`src/rtl/logic_gate_bist_pkg.sv`:
```
// Shared constants for the logic_gate self-test engine: vector/counter widths and FSM encoding.
package logic_gate_bist_pkg;

  localparam int unsigned NUM_VEC = 8;
  localparam int unsigned VEC_W   = 3;
  localparam int unsigned CNT_W   = 4;

  typedef logic [1:0] state_t;

  localparam state_t StIdle   = 2'd0;
  localparam state_t StDrive  = 2'd1;
  localparam state_t StSample = 2'd2;
  localparam state_t StDone   = 2'd3;

endpackage

```
`src/rtl/bist_settle_timer.sv`:
```
// Settle timer: loadable down-counter that stops at zero and flags it.
module bist_settle_timer
  import logic_gate_bist_pkg::*;
(
  input  logic             clk_i,
  input  logic             rst_i,
  input  logic             load_i,
  input  logic             dec_i,
  input  logic [CNT_W-1:0] load_val_i,
  output logic             zero_o
);

  logic [CNT_W-1:0] cnt_q, cnt_d;

  // Load has priority; decrement saturates at zero so the count never wraps.
  always_comb begin
    cnt_d = cnt_q;
    if (load_i) begin
      cnt_d = load_val_i;
    end else if (dec_i && (cnt_q != '0)) begin
      cnt_d = cnt_q - CNT_W'(1);
    end
  end

  // Counter register, cleared by asynchronous reset.
  always_ff @(posedge clk_i or posedge rst_i) begin
    if (rst_i) begin
      cnt_q <= '0;
    end else begin
      cnt_q <= cnt_d;
    end
  end

  assign zero_o = (cnt_q == '0);

endmodule

```
`src/rtl/logic_gate_bist.sv`:
```
// Self-test engine for the 3-input logic_gate: steps all eight input vectors, samples the response
// after a settle interval and compares the captured truth table against EXPECTED.
// Optional build macro LOGIC_GATE_BIST_STOP_ON_FAIL_EN ends a run at the first mismatching vector.
module logic_gate_bist
  import logic_gate_bist_pkg::*;
#(
  parameter logic [NUM_VEC-1:0] EXPECTED      = 8'hE8,
  parameter int unsigned        SETTLE_CYCLES = 2
) (
  input  logic               i_clk,
  input  logic               i_rst,
  input  logic               i_start,
  output logic               o_A,
  output logic               o_B,
  output logic               o_C,
  input  logic               i_F,
  output logic               o_busy,
  output logic               o_done,
  output logic               o_pass,
  output logic [NUM_VEC-1:0] o_captured,
  output logic [NUM_VEC-1:0] o_mismatch
);

  if ((SETTLE_CYCLES == 0) || (SETTLE_CYCLES > 15)) begin : g_bad_settle
    $error("SETTLE_CYCLES must be within 1..15");
  end

  localparam logic [CNT_W-1:0] SettleLoad = CNT_W'(SETTLE_CYCLES - 1);
  localparam logic [VEC_W-1:0] LastVec    = VEC_W'(NUM_VEC - 1);

  state_t             state_q, state_d;
  logic [VEC_W-1:0]   vec_q, vec_d;
  logic [NUM_VEC-1:0] cap_q, cap_d;
  logic [NUM_VEC-1:0] mism_q, mism_d;
  logic               pass_q, pass_d;
  logic               timer_load, timer_dec, timer_zero;
  logic               bit_fail;

  bist_settle_timer u_timer (
    .clk_i      (i_clk),
    .rst_i      (i_rst),
    .load_i     (timer_load),
    .dec_i      (timer_dec),
    .load_val_i (SettleLoad),
    .zero_o     (timer_zero)
  );

  // Sequencing FSM: vector stepping, capture and pass evaluation.
  always_comb begin
    state_d    = state_q;
    vec_d      = vec_q;
    cap_d      = cap_q;
    mism_d     = mism_q;
    pass_d     = pass_q;
    timer_load = 1'b0;
    timer_dec  = 1'b0;
    bit_fail   = 1'b0;
    case (state_q)
      StIdle: begin
        if (i_start) begin
          cap_d      = '0;
          mism_d     = '0;
          pass_d     = 1'b0;
          vec_d      = '0;
          timer_load = 1'b1;
          state_d    = StDrive;
        end
      end
      StDrive: begin
        timer_dec = 1'b1;
        if (timer_zero) begin
          state_d = StSample;
        end
      end
      StSample: begin
        bit_fail       = i_F ^ EXPECTED[vec_q];
        cap_d[vec_q]   = i_F;
        mism_d[vec_q]  = bit_fail;
        if (vec_q == LastVec) begin
          // Pass is resolved on entry to DONE so it is valid during the done pulse.
          pass_d  = (cap_d == EXPECTED);
          state_d = StDone;
        end
`ifdef LOGIC_GATE_BIST_STOP_ON_FAIL_EN
        else if (bit_fail) begin
          pass_d  = 1'b0;
          state_d = StDone;
        end
`endif
        else begin
          vec_d      = vec_q + VEC_W'(1);
          timer_load = 1'b1;
          state_d    = StDrive;
        end
      end
      StDone: begin
        state_d = StIdle;
      end
      default: begin
        state_d = StIdle;
      end
    endcase
  end

  // State and result registers; reset aborts any run without a done pulse.
  always_ff @(posedge i_clk or posedge i_rst) begin
    if (i_rst) begin
      state_q <= StIdle;
      vec_q   <= '0;
      cap_q   <= '0;
      mism_q  <= '0;
      pass_q  <= 1'b0;
    end else begin
      state_q <= state_d;
      vec_q   <= vec_d;
      cap_q   <= cap_d;
      mism_q  <= mism_d;
      pass_q  <= pass_d;
    end
  end

  // Drive outputs follow the vector register, so the last vector persists after a run.
  assign o_A        = vec_q[2];
  assign o_B        = vec_q[1];
  assign o_C        = vec_q[0];
  assign o_busy     = (state_q == StDrive) || (state_q == StSample);
  assign o_done     = (state_q == StDone);
  assign o_pass     = pass_q;
  assign o_captured = cap_q;
  assign o_mismatch = mism_q;

endmodule

```
`config.mk`:
```
export PLATFORM = sky130hd
export DESIGN_NAME = logic_gate_bist
export DESIGN_NICKNAME = d
export VERILOG_FILES = /design/src/rtl/logic_gate_bist_pkg.sv /design/src/rtl/bist_settle_timer.sv /design/src/rtl/logic_gate_bist.sv
export SDC_FILE = /design/constraint.sdc
export NUM_CORES = 1
export LEC_CHECK = 0
export CORE_ASPECT_RATIO = 1.5
export CORE_MARGIN = 8
export CORE_UTILIZATION = 30
export CTS_CLUSTER_DIAMETER = 120
export DETAILED_ROUTE_END_ITERATION = 16
export GPL_TIMING_DRIVEN = 0
export HOLD_SLACK_MARGIN = 0.12
export PLACE_DENSITY_LB_ADDON = 0.08
export SLEW_MARGIN = 25
export SYNTH_ARGS = -nofsm -noshare
export SYNTH_HDL_FRONTEND = slang
export SYNTH_SLANG_ARGS = --single-unit
```
`constraint.sdc`:
```
create_clock -name i_clk -period 6.2 [get_ports i_clk]
set_clock_uncertainty 0.1 [all_clocks]
set_input_delay 1.24 -clock i_clk [delete_from_list [all_inputs] [get_ports i_clk]]
set_output_delay 1.24 -clock i_clk [all_outputs]
set_load 0.01 [all_outputs]
```
# After elaboration in Yosys (flattened, before gate mapping)
# Memory sizes are Yosys's and may differ from the RTL's.
# Index checks and enable logic that the tools add are counted.
classes:
  reduce_logical: 12
  n_lt_le_gt_ge: 2
  n_mux: 24
  n_eq_ne: 9
  add_sub_neg: 2
  bitwise_logic: 1
ops:
  columns: ["op", "n"]
  rows:
  - ["8-bit one-hot mux with 2 select lines", 2]
  - ["8-bit bitwise mux", 2]
  - ["8-bit == test, second input constant", 1]
  - ["4-bit two-way mux", 2]
  - ["8-bit two-way mux", 1]
  - ["2-bit inequality test, second input constant", 4]
  - ["2-bit one-hot mux with 4 select lines", 1]
  - ["1-bit two-way mux", 7]
  - ["2-bit two-way mux", 3]
  - ["3-bit two-way mux", 2]
  - ["3-bit one-hot mux with 2 select lines", 1]
  - ["3-bit AND reduction", 2]
  - ["2-bit == test, second input constant", 2]
  - ["4-bit zero test", 1]
  - ["3-bit by 4-bit less-than comparator with 1-bit output, second input constant", 1]
  - ["1-bit one-hot mux with 2 select lines", 2]
  - ["2-bit AND reduction", 2]
  - ["2-bit nonzero test", 2]
  - ["4-bit nonzero test", 1]
  - ["4-bit by 1-bit subtractor with 4-bit output, second input constant", 1]
  - ["3-bit by 1-bit adder with 3-bit output, second input constant", 1]
  - ["1-bit demux with 3-bit select", 1]
  - ["3-bit == test, second input constant", 1]
  - ["3-bit by 1-bit >= comparator with 1-bit output, second input constant", 1]
  - ["5 further kinds", 6]
word_totals:
  rom_bits: 8
  mem_count: 1
  out_inout_bits: 22
  inputBits: 4
  register_bits: 26
memory_table:
  columns: ["memory", "words", "width", "rd", "rd_ports_with_merged_regs", "write_ports", "line_no", "rtl"]
  rows:
  - ["(no name shown)", 8, 1, 1, 0, 0, "logic_gate_bist.sv:76", "bit_fail = i_F ^ EXPECTED[vec_q];"]

# Longest topological paths before layout
logic_depth:
  depth_word: 8
  mapped_depth: 9

# Modules after synthesis
# Synthesis repeated with hierarchy kept, for this count alone.
hier_totals:
  cells_unflattened: 179
  area_unflattened_um2: 1625.3
modules_own_cells:
  columns: ["module", "cells_per_inst", "instances", "area_each_um2", "seq_area_each_um2"]
  rows:
  - ["logic_gate_bist", 151, 1, 1363.8, 550.5]
  - ["bist_settle_timer", 28, 1, 261.5, 100.1]

# Worst setup path after synthesis
# No wires, ideal clock.
synth_timing:
  kind: "input port to flip-flop"
  from: "input port i_F"
  to: "register mism_q[1] (netlist: o_mismatch[1])"
  slack_ps: 3694
  setup_time_ps: 126
  arrival_time_ps: 2280
  n_path_buf: 1
  stages: 5
  required_ps: 5974
  cell_sequence: "and3_1 -> buf_2 -> o21a_1 -> mux2_2 -> a221o_1"
synth_between:
  elab_chain_cells: 3
synth_lines:
  columns: ["element", "line_no", "rtl"]
  rows:
  - ["start: declaration", "logic_gate_bist.sv:16", "input logic i_F,"]
  - ["1-bit XOR", "logic_gate_bist.sv:76", null]
  - ["8-bit bitwise mux", "logic_gate_bist.sv:78", "mism_d[vec_q] = bit_fail;"]
  - ["8-bit one-hot mux with 2 select lines", "logic_gate_bist.sv:58", "case (state_q)"]
  - ["end signal: assignment", "logic_gate_bist.sv:117", "mism_q <= mism_d;"]
  - ["end: declaration", "logic_gate_bist.sv:34", "logic [NUM_VEC-1:0] mism_q, mism_d;"]
# No other way between the ends.
# A chain may end at the register's enable or synchronous reset.

# Worst setup path after layout
layout_timing:
  from: "register state_q[1]"
  to: "output port o_busy"
layout_between:
  elab_chain_cells: 2
  word_cells_on_any_way: 3
  classes_between: "2 x eq/ne; 1 x reduce/logical"
layout_lines:
  columns: ["element", "line_no", "rtl"]
  rows:
  - ["start: declaration", "logic_gate_bist.sv:31", "state_t state_q, state_d;"]
  - ["start signal: assignment", "logic_gate_bist.sv:108", "state_q <= StIdle;"]
  - ["start signal: assignment", "logic_gate_bist.sv:114", "state_q <= state_d;"]
  - ["2-bit by 1-bit == test with 1-bit output or 2-bit == test (tied branches)", "logic_gate_bist.sv:126", "assign o_busy = (state_q == StDrive) || (state_q == StSample);"]
  - ["1-bit logical OR (*)", "logic_gate_bist.sv:126", null]
  - ["end: declaration", "logic_gate_bist.sv:17", "output logic o_busy,"]
# Every way passes the cells marked *; elsewhere a longest branch is shown, timed or not.

==> results.json <==
{
  "status": "finished, final reports clean",
  "grt_overflow": 0,
  "grt_usage": 0.130,
  "initial_utilization": 0.306,
  "cp-start-kind": "register",
  "p_leak_uw": 0.000897,
  "grt_max_degree": 27,
  "place_inst": 314,
  "rows": 35,
  "fin_nets": 259,
  "end_kind": "primary output",
  "core_area_sq_um": 6040,
  "gp_congestion": 0.798,
  "cp-startpoint": "state_q[1]$_DFFE_PP0P_",
  "ys_async_sr_fraction": 1.00,
  "drv_slew": 0,
  "drt_iter0_markers": 129,
  "slowest_stage": "clkdlybuf4s50_1",
  "arrival_ns": 1.61,
  "fin_crit_sh": 0.476,
  "min_path_type": "reg2reg",
  "ios": 26,
  "relSlewSlack": 0.482,
  "detail-route-antenna-nets": 0,
  "clk_pin_slew_ns": 0.09,
  "min_from": "o_captured[4]$_DFFE_PP0P_",
  "num_vias": 1755,
  "crit_path_max_fanout": 5,
  "grt_setup_unrepaired": "no",
  "yosysWarnings": 0,
  "drc": 0,
  "fmax_mhz": 339,
  "ys_types": 51,
  "fin_cells": 318,
  "htree_num_levels": 1,
  "ys_seq_area_frac": 0.351,
  "hold_viol_final": 0,
  "synth_ff_type": "dfrtp_1",
  "critPathMaxStageDelay_ns": 0.53,
  "cts-root-buf": "clkbuf_8",
  "finalInstanceArea_sq_um": 2250,
  "die_width_microns": 80.2,
  "first_pass_iters": 4,
  "clkLatencyLatePin_ns": 0.27,
  "diodes": 0,
  "worstSetupPathType": "reg2out",
  "crit_path_cell_trace": "inv_1, ha_1, clkdlybuf4s50_1",
  "worstMarginPinSlew_ns": 0.777,
  "grt_pass1_vias": 1844,
  "io_buffers": 25,
  "clk_path_buf_depth": 2,
  "drive_above_1_share": 0.0697,
  "dieArea_sq_um": 8990,
  "syn_area_per_cell_sq_um": 8.61,
  "synthCells": 215,
  "nFillCells": 645,
  "die_h_microns": 112,
  "yosysMostFrequentCell": "dfrtp_1",
  "utilization": 0.372,
  "wire_per_inst_microns": 17.8,
  "vias_per_cell": 5.52,
  "r2r-start": "vec_q[0]$_DFFE_PP0P_",
  "synth_edf_count": 0,
  "hold_buffers": 0,
  "post_cts_buffers": 0,
  "antenna_found_initial": 0,
  "synth_nets": 229,
  "critPathRequiredTime_ns": 4.86,
  "ys_top_cells_by_area": "dfrtp_1, ha_1, nand2_1",
  "synth_area_sq_um": 1850,
  "place_hpwl_microns": 4270,
  "maxCapViolations": 0,
  "wl_microns": 5660,
  "peakVddDrop_mv": 0.198,
  "setup_violations": 0,
  "synth-seq-cells": 26,
  "cts_resized": 0,
  "cts_buffers": 3,
  "synthToLayoutAreaGrowth_pct": 21.5,
  "power_density_nw_per_um2": 439,
  "cts_sinks": 26,
  "yosysTopAreaCell": "dfrtp_1",
  "timing.setup.tns_ns": 0,
  "netlist_top_cells_count": "dfrtp_1, nand2_1, nor2_1, a21oi_1, clkbuf_1",
  "tritoncts": "yes",
  "netlist.area_leader.share": 0.351,
  "post_dp_cell_area_sq_um": 2190,
  "grt_pass1_wl_microns": 9450,
  "period_needed_ns": 2.95
}
[registers in the layout (all words and copies together), names as in the netlist]
| name | flops |
|---|---|
| o_captured | 8 |
| o_mismatch | 8 |
| o_pass | 1 |
| state_q | 2 |
| u_timer.cnt_q | 4 |
| vec_q | 3 |
[final timing paths]
check	endpoint	slack, ns	depth (start not counted)
min in group asynchronous	o_captured[7]$_DFFE_PP0P_	1.23	2
worst max register to register	o_mismatch[5]$_DFFE_PP0P_	3.44	8
worst max-delay path	o_busy	3.25	3
max in group asynchronous	o_captured[2]$_DFFE_PP0P_	4.39	2
worst min register to register	o_captured[4]$_DFFE_PP0P_	0.45	2
worst min-delay path	o_captured[4]$_DFFE_PP0P_	0.45	2
[cells in the final DEF, fill, tap and decap left out, drive strengths merged, types with 3 or more instances in the layout]
cell type	count
a21oi	15
a221o	6
a22oi	4
a31oi	5
buf	5
clkbuf	15
clkdlybuf4s50	25
dfrtp	26
ha	10
inv	10
mux2	6
mux2i	4
nand2	22
nand2b	4
nor2	19
nor2b	5
nor3	4
o2111ai	3
o211ai	5
o21ai	16
o221ai	3
[worst max-delay path: cells and delay by family (launching register included)]
family,cells,cell delay [ns]
buf+inv,2,0.63
flops,1,0.43
fa+ha+maj,1,0.28
[routing by layer]
metal  up-vias  track usage  part of all wire
met5         -            0                 0
met2        36        0.236              0.53
met4         0       0.0488             0.019
met1       866        0.148              0.42
li1        844            -                 -
met3         9       0.0152             0.033
[layout make-up]
| class | instances | area [sq um] | share of cell area |
|---|---|---|---|
| Multi-Input combinational cell | 163 | 1090 | 0.485 |
| Tap cell | 74 | 92.6 | 0.0412 |
| Clock buffer | 4 | 55.1 | 0.0245 |
| Sequential cell | 26 | 651 | 0.289 |
| Inverter | 10 | 37.5 | 0.0167 |
| Timing Repair Buffer | 25 | 250 | 0.111 |
| Buffer | 16 | 72.6 | 0.0323 |
[cells by family after synthesis]
family                   count (synthesis)  share of synthesized area
AO/OA/AOI/OAI                           72                      0.271
XOR/XNOR                                 4                     0.0189
adder cells (fa/ha/maj)                 10                     0.0676
AND/OR/NAND/NOR                         67                      0.174
flip-flops                              26                      0.351
buffers and inverters                   26                     0.0595
multiplexers                            10                     0.0581
[through the flow]
step           setup WS [ns]  hold slack (ns)  total power [uW]
3_5_place_dp            2.98            0.424               880
4_1_cts                 3.23            0.461              1000
5_1_grt                 3.11            0.490              1080
6_report                3.25            0.454               987
2_1_floorplan           3.69            0.400               659
3_3_place_gp            2.94            0.435               885
[power by group]
part           total (uW)  internal, uW  switching (uW)
registers             283           223            59.9
logic                 591           244             347
clock network         114          56.9            56.6
total                 987           524             463
Note: power is estimated with default switching activity, not from simulation.
